--- config.mk ---
export PLATFORM = sky130hd
export DESIGN_NAME = fetch_unit
export DESIGN_NICKNAME = d
export VERILOG_FILES = /design/src/rtl/fetch_unit.sv
export SDC_FILE = /design/constraint.sdc
export NUM_CORES = 1
export LEC_CHECK = 0
export ABC_AREA = 0
export CAP_MARGIN = 20
export CORE_UTILIZATION = 39
export DETAILED_ROUTE_END_ITERATION = 10
export GPL_TIMING_DRIVEN = 1
export HOLD_SLACK_MARGIN = 0.06
export PLACE_DENSITY = 0.74
export SLEW_MARGIN = 10
export SYNTH_ARGS = -nofsm -noshare
export SYNTH_HDL_FRONTEND = slang
export SYNTH_SLANG_ARGS = --single-unit
--- constraint.sdc ---
create_clock -name clk -period 3.9 [get_ports clk]
set_input_delay 0.585 -clock clk [delete_from_list [all_inputs] [get_ports clk]]
set_output_delay 0.585 -clock clk [all_outputs]
set_load 0.1 [all_outputs]
--- src/rtl/fetch_unit.sv ---
// Instruction-fetch stage. It issues one instruction-memory request at a
// time from the current PC and buffers the returned word in an IF/ID
// register with a valid/ready handshake. It also drives the PC register's
// load inputs: a sequential advance on each accepted fetch, or a branch
// redirect that flushes both the buffered instruction and any request
// still in flight.
module fetch_unit #(
  parameter logic [31:0] PC_STEP      = 32'd4,
  parameter logic [31:0] BUBBLE_INSTR = 32'h0000_0000
) (
  input  logic        clk,
  input  logic        reset,          // asynchronous, active-low
  input  logic [31:0] PC,
  output logic [31:0] PCin,
  output logic        PCupdate,
  output logic        imem_req,
  output logic [31:0] imem_addr,
  input  logic [31:0] imem_rdata,
  input  logic        imem_ack,
  input  logic        branch_taken,
  input  logic [31:0] branch_target,
  output logic [31:0] instr,
  output logic [31:0] instr_pc,
  output logic        instr_valid,
  input  logic        instr_ready
);

  // IDLE: no request outstanding. BUSY: request outstanding, result wanted.
  // DROP: request outstanding, result to be thrown away after a redirect.
  typedef enum logic [1:0] {
    IDLE = 2'd0,
    BUSY = 2'd1,
    DROP = 2'd2
  } state_e;

  state_e      state_q, state_d;
  logic        req_q, req_d;
  logic [31:0] addr_q, addr_d;
  logic [31:0] instr_q, instr_d;
  logic [31:0] instr_pc_q, instr_pc_d;
  logic        valid_q, valid_d;

  logic        issue;
  logic        load;

  // A fetch starts only when the IF/ID buffer will be free at the edge and
  // no redirect is pending; a wanted ack loads the buffer.
  assign issue = (state_q == IDLE) && (!valid_q || instr_ready) && !branch_taken;
  assign load  = (state_q == BUSY) && imem_ack && !branch_taken;

  // State register
  always_ff @(posedge clk or negedge reset) begin
    if (!reset) begin
      state_q <= IDLE;
    end else begin
      // NOTE: clocked state uses non-blocking assignment so every flop samples
      // pre-edge values regardless of process evaluation order.
      state_q <= state_d;
    end
  end

  // Next-state logic
  always_comb begin
    // NOTE: defaulting to the current value first keeps every path assigned,
    // so no latch is inferred.
    state_d = state_q;
    unique case (state_q)
      IDLE:    if (issue) state_d = BUSY;
      BUSY: begin
        if (imem_ack)          state_d = IDLE;
        else if (branch_taken) state_d = DROP;
      end
      DROP:    if (imem_ack) state_d = IDLE;
      default: state_d = IDLE;
    endcase
  end

  // PC register load controls; a redirect overrides the sequential advance
  always_comb begin
    PCupdate = 1'b0;
    PCin     = PC + PC_STEP;
    if (reset) begin
      if (branch_taken) begin
        PCupdate = 1'b1;
        PCin     = branch_target;
      end else if (load) begin
        PCupdate = 1'b1;
        PCin     = addr_q + PC_STEP;
      end
    end
  end

  // Request and IF/ID next values: flush beats load, load beats consume
  always_comb begin
    req_d      = (state_d != IDLE);
    addr_d     = issue ? PC : addr_q;
    instr_d    = instr_q;
    instr_pc_d = instr_pc_q;
    valid_d    = valid_q;
    if (branch_taken) begin
      valid_d = 1'b0;
      instr_d = BUBBLE_INSTR;
    end else if (load) begin
      valid_d    = 1'b1;
      instr_d    = imem_rdata;
      instr_pc_d = addr_q;
    end else if (valid_q && instr_ready) begin
      valid_d = 1'b0;
      instr_d = BUBBLE_INSTR;
    end
  end

  // Request and IF/ID registers
  always_ff @(posedge clk or negedge reset) begin
    if (!reset) begin
      // NOTE: the data registers are reset as well, because the bubble word and
      // a zero address are visible on the outputs straight out of reset.
      req_q      <= 1'b0;
      addr_q     <= 32'd0;
      instr_q    <= BUBBLE_INSTR;
      instr_pc_q <= 32'd0;
      valid_q    <= 1'b0;
    end else begin
      req_q      <= req_d;
      addr_q     <= addr_d;
      instr_q    <= instr_d;
      instr_pc_q <= instr_pc_d;
      valid_q    <= valid_d;
    end
  end

  assign imem_req    = req_q;
  assign imem_addr   = addr_q;
  assign instr       = instr_q;
  assign instr_pc    = instr_pc_q;
  assign instr_valid = valid_q;

endmodule

==> summary.md, run 1 <==
| Metric | Value |
|---|---|
| Hold Path Origin | `instr[5]` |
| Final setup margin | `0.264 ns` |
| Avg Vias per Cell | `5.69` |
| Resized cells post-CTS | `0` |
| Top area cells in the synthesized netlist | `dfrtp_1 (46%), mux2_2 (13%), a22o_1 (5.1%)` |
| Minimum clock period | `3.64 ns` |
| Worst-path cell chain | `clkdlybuf4s50_1 > ha_1 > nand3_1 > or2_1 > nor4_4 > xnor2_1 > a221oi_2 > buf_12` |
| First-pass GRT wire length | `28.8 mm` |
| Post-Place Worst Slack | `0.311 ns` |
| Setup violators final | `0` |
| Number of fillers in the final layout | `1,058` |
| CTS HTree Levels | `3` |
| Max cap viols | `0` |
| Crit path max fanout | `7` |
| Nets@finish | `841` |
| Seq/Total Area, Yosys | `0.457` |
| Syn avg cell area | `10.7 µm²` |
| Starting density of the core | `0.407` |
| DIE WIDTH | `121 µm` |
| Routed WL | `18.4 mm` |
| Most common flop cell mapped by yosys | `dfrtp_1` |
| Post-CTS Setup Inserts | `0` |
| Antenna violations before repair | `0` |
| Startpoint Class | `input pin` |
| RR Startpoint | `instr_valid` |
| Worst setup path start | `PC[2]` |
| Slack of the worst reg-to-reg path | `1.71 ns` |
| WP data arrival | `3.05 ns` |
| Crit path kind | `in2out` |
| Drt pass-1 iters | `5` |
| Synthesized area | `5480 µm²` |
| Post-DP HPWL | `13.7 mm` |
| Clock-pin slew on the worst setup and hold paths | `0.06 ns` |
| I/O pin cnt | `232` |
| Routed Antenna Nets | `0` |
| Hold crit path type | `reg2reg` |
| Synthesis Warnings | `0` |
| CTS Root Buffer Type | `clkbuf_16` |
| Register area | `2540 µm²` |
| Latest clock arrival within the worst-skew pair | `0.35 ns` |
| DRC errors left | `0` |
| Starting DRT DRC Count | `395` |
| Clock buffer depth | `2` |
| Clk sinks | `100` |
| Slew margin rel. | `0.314` |
| # rows | `42` |
| Post-synth EDFFs | `0` |
| PortBufs | `231` |
| Async set or reset register ratio after synthesis | `1.00` |
| Worst Path Required | `3.31 ns` |
| Avg WL per Cell | `20.0 µm` |
| Post-synthesis instance total | `513` |
| P per Cell Area | `778 nW/µm²` |
| Final Max Slew Viols | `0` |
| Status | `complete, no violations` |
| GP Congestion | `0.944` |
| RSZ-0062 raised after global routing | `no` |
| Die ar. | `14,500 µm²` |
| VDD IR-drop max | `621 µV` |
| N_diodes | `0` |
| CTS Buf Count | `9` |
| Slowest-stage cell, CP | `clkdlybuf4s50_1` |
| Synth top area share | `0.457` |
| Worst path max stage delay | `0.57 ns` |
| Leakage power | `3.43 nW` |
| Remaining global-route overflow | `0` |
| Clock skew | `0.0119 ns` |
| Vias | `5,227` |
| Commonest cells post-synth | `dfrtp_1 (100), mux2_2 (63), nand2_1 (34), a22o_1 (32), nor2_1 (27)` |
| Post-Route Setup TNS | `0 ns` |
| Final hold vios | `0` |
| Number of global-route vias before repair | `5,381` |
| Multi-input gate area | `2920 µm²` |
| Mapped Nets | `616` |
| Pin count of the biggest net entering global routing | `65` |
| Core area | `13,500 µm²` |
| Period utilisation layout | `0.932` |
| GR Util All Layers | `0.258` |
| Highest Clock Rate | `0.275 GHz` |
| Layout cell share with drive strength beyond 1 | `0.243` |
| Synth cell types | `54` |
| CTS tree | `yes` |
| Worst slew pin tran | `1.03 ns` |
| Most frequent cell after synthesis | `dfrtp_1` |
| Post-synth top area cell | `dfrtp_1` |
| Synthesis-stage register bit count | `100` |
| Setup crit end kind | `output port` |
| Chip height | `121 µm` |
| Area delta synth->final | `60.7%` |
## state kept, by name (all words and copies together), names as in the netlist
signal and cells:
state_q 2, instr_valid 1, imem_req 1, instr_pc 32, instr 32, imem_addr 32
## critical path: cells and delay by family
kind / cells / cell delay, ns
buf+inv: 2 / 0.79
simple gates: 3 / 0.94
compound gates: 1 / 0.35
fa+ha+maj: 1 / 0.27
xor+xnor: 1 / 0.12
## per-stage QoR
| step | std cells | hold slack, ns | instance area [µm²] | util | total power [W] |
|---|---|---|---|---|---|
| after floorplan | 513 | 0.289 | 5630 | - | 0.00469 |
| after global placement | 902 | 0.432 | 8460 | 0.629 | 0.00581 |
| after detailed placement | 902 | 0.434 | 8460 | 0.629 | 0.00585 |
| after CTS | 918 | 0.506 | 8810 | 0.655 | 0.00689 |
| after global routing | 918 | 0.527 | 8810 | 0.655 | 0.00707 |
| final | 918 | 0.500 | 8810 | 0.655 | 0.00686 |
## per-layer routing
| layer | routed length (µm) | global-route usage | vias to the layer above |
|---|---|---|---|
| met4 | 351 | 0.0934 | 0 |
| li1 | - | - | 2368 |
| met1 | 7500 | 0.317 | 2551 |
| met2 | 8800 | 0.424 | 271 |
| met3 | 1730 | 0.0830 | 37 |
| met5 | 0 | 0 | - |
## final cells by class
class,instances,area share
clock buffers,10,0.0260
clock inverters,5,0.0122
multi-input cells,371,0.331
flip-flops and latches,100,0.288
repair buffers,247,0.314
well taps,176,0.0250
inverters,9,0.00384
## report_power, final
group,total [W],switching [W],internal [W]
logic,0.00417,0.00306,0.00110
registers,0.00167,0.000313,0.00136
clock network,0.00102,0.000392,0.000628
## cells in the final DEF, fill, tap and decap left out, types with 4 or more instances in the layout
cell,instances
o31ai_1,4
nor4_1,12
and3_1,5
o21ai_0,5
xor2_1,18
nor2_1,26
mux2_2,63
or2_2,4
clkbuf_16,9
nor3_1,12
buf_12,33
nand4_1,10
a21oi_2,7
and4_1,6
a22o_1,32
xnor2_1,25
o22ai_1,16
a21oi_1,12
o31a_1,8
buf_4,16
nand3_1,20
inv_1,9
clkdlybuf4s50_1,197
nand2_1,34
dfrtp_2,18
dfrtp_1,79
## worst paths after layout
path / to / cells after the start
max in group asynchronous: imem_addr[8] / 3
worst max-delay path: PCin[16] / 8
min in group asynchronous: imem_req / 2
worst min-delay path: instr[5] / 1
worst max register to register: imem_req / 5
worst min register to register: instr[5] / 1
## logic make-up (layout without fill, tap and decap cells)
| family | after synthesis | in the layout | synth area share |
|---|---|---|---|
| simple gates | 152 | 152 | 0.154 |
| flops | 100 | 100 | 0.457 |
| compound gates | 110 | 110 | 0.151 |
| buf+inv | 42 | 271 | 0.0340 |
| fa+ha+maj | 2 | 2 | 0.00457 |
| mux | 64 | 64 | 0.131 |
| xor+xnor | 43 | 43 | 0.0687 |
## timing repair
action	4_1_cts	5_1_grt
endpoints found under the setup margin	0	0
hold buffers	1	0
endpoints found under the hold margin	3	0
No activity file was read; power rests on OpenSTA's default activity.
==> run 2, diff against run 1 <==
- ABC_AREA: 0 -> 1
- PLACE_DENSITY: 0.74 -> 0.72
- SLEW_MARGIN: 10 -> 40
==> run 2 against run 1 <==
Non-clock buffer count fell by 7. Fmax increased by 10%. Design area increased by 0.26%. Global-route usage up 0.98 points. Routed wire length rose by 17%. Critical path type unchanged. Largest power group unchanged.
==> summary.md, run 2 <==
| Metric | Value |
|---|---|
| Commonest cells post-synth | `nand2_1 (292), dfrtp_1 (100), nor2_1 (93), o21ai_0 (69), nand3_1 (64)` |
| Crit path max fanout | `5` |
| Synth cell types | `36` |
| DIE WIDTH | `128 µm` |
| Top area cells in the synthesized netlist | `dfrtp_1 (41%), nand2_1 (18%), nor2_1 (5.7%)` |
| Clock buffer depth | `2` |
| Reg2Reg Capture Point | `imem_addr[18]` |
| Setup crit end kind | `output port` |
| Worst Path Required | `3.31 ns` |
| Worst path max stage delay | `0.52 ns` |
| Synthesis Warnings | `0` |
| Starting density of the core | `0.402` |
| Die ar. | `16,300 µm²` |
| DRC errors left | `0` |
| Hold crit path type | `in2async` |
| Worst-path cell chain | `clkdlybuf4s50_1 > ha_1 > nand2_1 > nor2_4 > nand2_4 > nor2_4 > nand3_1 > xor2_1 > nand2_1 > a21oi_2 > buf_12` |
| Most frequent cells in the layout | `nand2_1 (291), dfrtp_1 (100), clkdlybuf4s50_1 (99)` |
| Commonest non-fill, non-tap cell in the layout | `nand2_1` |
| Synthesis-stage register bit count | `100` |
| Core area | `15,300 µm²` |
| Most common flop cell mapped by yosys | `dfrtp_1` |
| Mapped Nets | `967` |
| Number of global-route vias before repair | `6,196` |
| Post-CTS Setup Inserts | `0` |
| CTS HTree Levels | `3` |
| Clock-pin slew on the worst setup and hold paths | `0.07 ns` |
| Crit path kind | `in2out` |
| Chip height | `128 µm` |
| Placed insts | `1,279` |
| Resized cells post-CTS | `0` |
| Overall power | `0.00610 W` |
| Starting DRT DRC Count | `518` |
| Period utilisation layout | `0.845` |
| Avg Vias per Cell | `5.17` |
| Drt pass-1 iters | `5` |
| RSZ-0062 raised after global routing | `no` |
| PortBufs | `231` |
| Slowest-stage cell, CP | `clkdlybuf4s50_1` |
| CTS Buf Count | `9` |
| Avg WL per Cell | `16.6 µm` |
| Placed Area | `8530 µm²` |
| Startpoint Class | `input pin` |
| Setup violators final | `0` |
| I/O pin cnt | `232` |
| Post-synth top area cell | `dfrtp_1` |
| Worst slew pin tran | `0.781 ns` |
| Post-route cell area | `8830 µm²` |
| Final hold vios | `0` |
| Post-Route Setup TNS | `0 ns` |
| Max cap viols | `0` |
| Leakage power | `4.24 nW` |
| Number of fillers in the final layout | `1,488` |
| Syn avg cell area | `7.13 µm²` |
| Routed Antenna Nets | `0` |
| Post-DP HPWL | `16.4 mm` |
| P per Cell Area | `690 nW/µm²` |
| Final std cells w/o fill | `1,295` |
| Post-Place Worst Slack | `0.591 ns` |
| Synth top area share | `0.406` |
| Post-synth EDFFs | `0` |
| R2R cell count | `4` |
| Seq/Total Area, Yosys | `0.406` |
| Slew margin rel. | `0.476` |
| Post-synthesis instance total | `864` |
| Slack of the worst reg-to-reg path | `1.91 ns` |
| CTS tree | `yes` |
| GR Util All Layers | `0.268` |
| Remaining global-route overflow | `0` |
| Area delta synth->final | `43.4%` |
| Latest clock arrival within the worst-skew pair | `0.35 ns` |
| Most frequent cell after synthesis | `nand2_1` |
| N_diodes | `0` |
| Final setup margin | `0.604 ns` |
| Layout cell share with drive strength beyond 1 | `0.192` |
| Final Max Slew Viols | `0` |
| Highest Clock Rate | `0.303 GHz` |
| GP Congestion | `0.966` |
| Antenna violations before repair | `0` |
| CTS Hold Bufs | `0` |
| Nets@finish | `1,182` |
| Async set or reset register ratio after synthesis | `1.00` |
| # rows | `45` |
| Synthesized area | `6160 µm²` |
| Pin count of the biggest net entering global routing | `108` |
| VDD IR-drop max | `410 µV` |
| Status | `complete, no violations` |
| First-pass GRT wire length | `33.4 mm` |
| Vias | `6,696` |
| Clk sinks | `100` |
| RR Startpoint | `instr_valid` |
| CTS Root Buffer Type | `clkbuf_16` |
| Routed WL | `21.5 mm` |
| Clock skew | `0.00620 ns` |
| WP data arrival | `2.71 ns` |
| Minimum clock period | `3.30 ns` |
run 2: cell count changes after synthesis, sizes merged, moves of 31 or more:
cell   previous run  this run
a32o              1        32
inv               9        66
mux2             63         5
nand3            20        64
nor2             27       112
o21ai             7        81
nand2            34       303
run 2: per-layer routing:
| metal | track usage | part of all wire | vias to the layer above |
|---|---|---|---|
| met1 | 0.372 | 0.45 | 3046 |
| li1 | - | - | 3272 |
| met3 | 0.0434 | 0.076 | 51 |
| met5 | 0 | 0 | - |
| met2 | 0.408 | 0.44 | 327 |
| met4 | 0.127 | 0.037 | 0 |
run 2: worst max path at each step:
stage / start / to / cells after the start
floorplan: branch_taken / PCin[15] / 6
global placement: PC[2] / PCin[26] / 11
detailed placement: PC[2] / PCin[26] / 11
CTS: PC[3] / PCin[26] / 11
global route: PC[3] / PCin[26] / 11
finish: PC[3] / PCin[26] / 11
run 2: area by class of cell:
| class | count | area (µm²) | area share |
|---|---|---|---|
| multi-input cells | 661 | 3280 | 0.372 |
| flip-flops and latches | 100 | 2500 | 0.283 |
| repair buffers | 240 | 2230 | 0.252 |
| well taps | 211 | 264 | 0.0299 |
| inverters | 67 | 251 | 0.0285 |
| clock buffers | 10 | 229 | 0.0259 |
| clock inverters | 6 | 71.3 | 0.00808 |
run 2: kinds of logic (layout without fill, tap and decap cells):
group           count (synthesis)  count (layout)  synth area share
flops                         100             100             0.406
fa+ha+maj                       2               2           0.00406
buf+inv                       103             323            0.0674
mux                             5               5           0.00914
xor+xnor                       20              20            0.0284
simple gates                  490             490             0.337
compound gates                144             144             0.148
run 2: power by group:
group / total, W / switching [W] / leakage [nW] / internal [W]
sequential: 0.00160 / 0.000287 / 1.29 / 0.00131
combinational: 0.00358 / 0.00294 / 2.81 / 0.000643
clock: 0.000918 / 0.000413 / 0.145 / 0.000505
total: 0.00610 / 0.00364 / 4.24 / 0.00246
run 2: metrics by stage:
stage               hold slack [ns]  utilization
floorplan                     0.289            -
finish                        0.113        0.577
global placement              0.454        0.589
CTS                           0.114        0.577
global route                  0.122        0.577
detailed placement            0.453        0.557
run 2: critical path: cells and delay by family:
| kind | cells | cell delay, ns |
|---|---|---|
| simple gates | 6 | 0.74 |
| buf+inv | 2 | 0.72 |
| compound gates | 1 | 0.23 |
| fa+ha+maj | 1 | 0.21 |
| xor+xnor | 1 | 0.21 |
==> run 3, diff against run 2 <==
- clock period: 3.9 -> 3.3 ns (I/O delays scaled with it)
==> run 3 against run 2 <==
Sequential power up 18%. Sequential share of layout area down 0.62 points. Register-to-register slack worse by 0.62 ns. Die area unchanged. Critical endpoint unchanged. First-iteration DRC count down 5.6%. Non-clock buffer count up 4. Combinational power up 23%. Clock power up 8.6%. Core utilization up 1.3 points. Cell count up 0.31%. Sequential cell count unchanged. Clock-buffer cell count up 1.
==> summary.md, run 3 (synthesized netlist as in run 2, its figures left out) <==
| Metric | Value |
|---|---|
| DIE WIDTH | `128 µm` |
| R2R cell count | `8` |
| Final setup margin | `0.196 ns` |
| Pin count of the biggest net entering global routing | `90` |
| Clk sinks | `100` |
| I/O pin cnt | `232` |
| GR Util met1 | `0.371` |
| CTS HTree Levels | `3` |
| Post-Route Setup TNS | `0 ns` |
| Remaining global-route overflow | `0` |
| CTS Hold Bufs | `0` |
| Worst path max stage delay | `0.53 ns` |
| Leakage power | `4.30 nW` |
| Vias | `6,600` |
| N_diodes | `0` |
| Nets@finish | `1,186` |
| Highest Clock Rate | `0.322 GHz` |
| CTS Buf Count | `9` |
| Die ar. | `16,300 µm²` |
| Crit path max fanout | `5` |
| Status | `complete, no violations` |
| Hold crit path type | `in2async` |
| Crit path kind | `in2out` |
| Post-DP HPWL | `16.9 mm` |
| Final Max Slew Viols | `0` |
| Worst slew pin tran | `0.801 ns` |
| Most frequent cells in the layout | `nand2_1 (291), dfrtp_1 (100), clkdlybuf4s50_1 (99)` |
| Clock skew | `0.00909 ns` |
| PortBufs | `231` |
| Setup violators final | `0` |
| Max cap viols | `0` |
| CTS tree | `yes` |
| DRC errors left | `0` |
| Number of global-route vias before repair | `6,234` |
| Startpoint Class | `input pin` |
| GR Layer Usage met2 | `0.429` |
| VDD IR-drop max | `585 µV` |
| GP Congestion | `0.945` |
| Clock-pin slew on the worst setup and hold paths | `0.07 ns` |
| Starting density of the core | `0.402` |
| RSZ-0062 raised after global routing | `no` |
| Commonest non-fill, non-tap cell in the layout | `nand2_1` |
| P per Cell Area | `806 nW/µm²` |
| Area delta synth->final | `46.6%` |
| # rows | `45` |
| Slack of the worst reg-to-reg path | `1.29 ns` |
| Avg Vias per Cell | `5.08` |
| Routed Antenna Nets | `0` |
| Minimum clock period | `3.10 ns` |
| Avg WL per Cell | `16.9 µm` |
| CTS Root Buffer Type | `clkbuf_16` |
| Reg2Reg Capture Point | `instr_valid` |
| Setup crit end kind | `output port` |
| Clock buffer depth | `2` |
| Slew margin rel. | `0.466` |
| Worst-path cell chain | `clkdlybuf4s50_1 > ha_1 > nand2_1 > nor2_4 > nand2_4 > nor2_4 > nand3_1 > xor2_2 > nand2_1 > a21oi_2 > buf_12` |
| Latest clock arrival within the worst-skew pair | `0.35 ns` |
| Period utilisation layout | `0.941` |
| Antenna violations before repair | `0` |
| First-pass GRT wire length | `33.8 mm` |
| Worst Path Required | `2.80 ns` |
| Core area | `15,300 µm²` |
| RR Startpoint | `state_q[0]` |
| Post-Place Worst Slack | `0.184 ns` |
| GRT busiest layer | `met2` |
| Post-CTS Setup Inserts | `0` |
| Layout cell share with drive strength beyond 1 | `0.199` |
| Final hold vios | `0` |
| Drt pass-1 iters | `5` |
| Starting DRT DRC Count | `489` |
| Slowest-stage cell, CP | `clkdlybuf4s50_1` |
| Chip height | `128 µm` |
| Routed WL | `21.9 mm` |
| WP data arrival | `2.61 ns` |
| GR Util All Layers | `0.271` |
| Met3 GRT Util | `0.0588` |
[run 3: worst max-delay path by stage]
| stage | start | slack, ns | end |
|---|---|---|---|
| finish | PC[3] | 0.20 | PCin[26] |
| global route | PC[3] | 0.03 | PCin[26] |
| CTS | PC[3] | 0.19 | PCin[26] |
| detailed placement | PC[3] | 0.18 | PCin[26] |
| global placement | PC[2] | 0.21 | PCin[26] |
| floorplan | branch_taken | -0.70 | PCin[15] |
[run 3: metal layers]
| layer | vias to the layer above | share of wire |
|---|---|---|
| met2 | 294 | 0.44 |
| li1 | 3255 | - |
| met5 | - | 0 |
| met1 | 3020 | 0.46 |
| met3 | 31 | 0.081 |
| met4 | 0 | 0.023 |
[run 3: power breakdown]
| group | total, W | internal (W) | switching (W) |
|---|---|---|---|
| Combinational | 0.00439 | 0.000900 | 0.00349 |
| Sequential | 0.00189 | 0.00155 | 0.000341 |
| Clock | 0.000997 | 0.000517 | 0.000480 |
| Total | 0.00728 | 0.00296 | 0.00431 |
[run 3: cell type report]
cell class / instances / area (µm²)
Sequential cell: 100 / 2500
Fill cell: 1466 / 6290
Multi-Input combinational cell: 661 / 3350
Inverter: 67 / 251
Timing Repair Buffer: 244 / 2390
Clock buffer: 11 / 233
Clock inverter: 5 / 36.3
Tap cell: 211 / 264
[run 3: through the flow]
stage | hold WS (ns) | util | cells | power, W | cell area, µm²
2_1_floorplan | 0.199 | - | 864 | 0.00514 | 6250
3_5_place_dp | 0.455 | 0.571 | 1283 | 0.00630 | 8750
5_1_grt | 0.288 | 0.589 | 1299 | 0.00757 | 9030
6_report | 0.268 | 0.589 | 1299 | 0.00728 | 9030
3_3_place_gp | 0.453 | 0.586 | 1282 | 0.00638 | 8980
4_1_cts | 0.273 | 0.589 | 1299 | 0.00730 | 9020
[run 3: repair_timing]
item | 4_1_cts | 5_1_grt
gates resized for setup | 0 | 1
endpoints found under the hold margin | 0 | 0
endpoints found under the setup margin | 0 | 1
[run 3: worst max-delay path, delay by kind of cell]
kind            cells  cell delay, ns
buf+inv             2            0.74
fa+ha+maj           1            0.21
simple gates        6            0.74
compound gates      1            0.24
xor+xnor            1            0.17
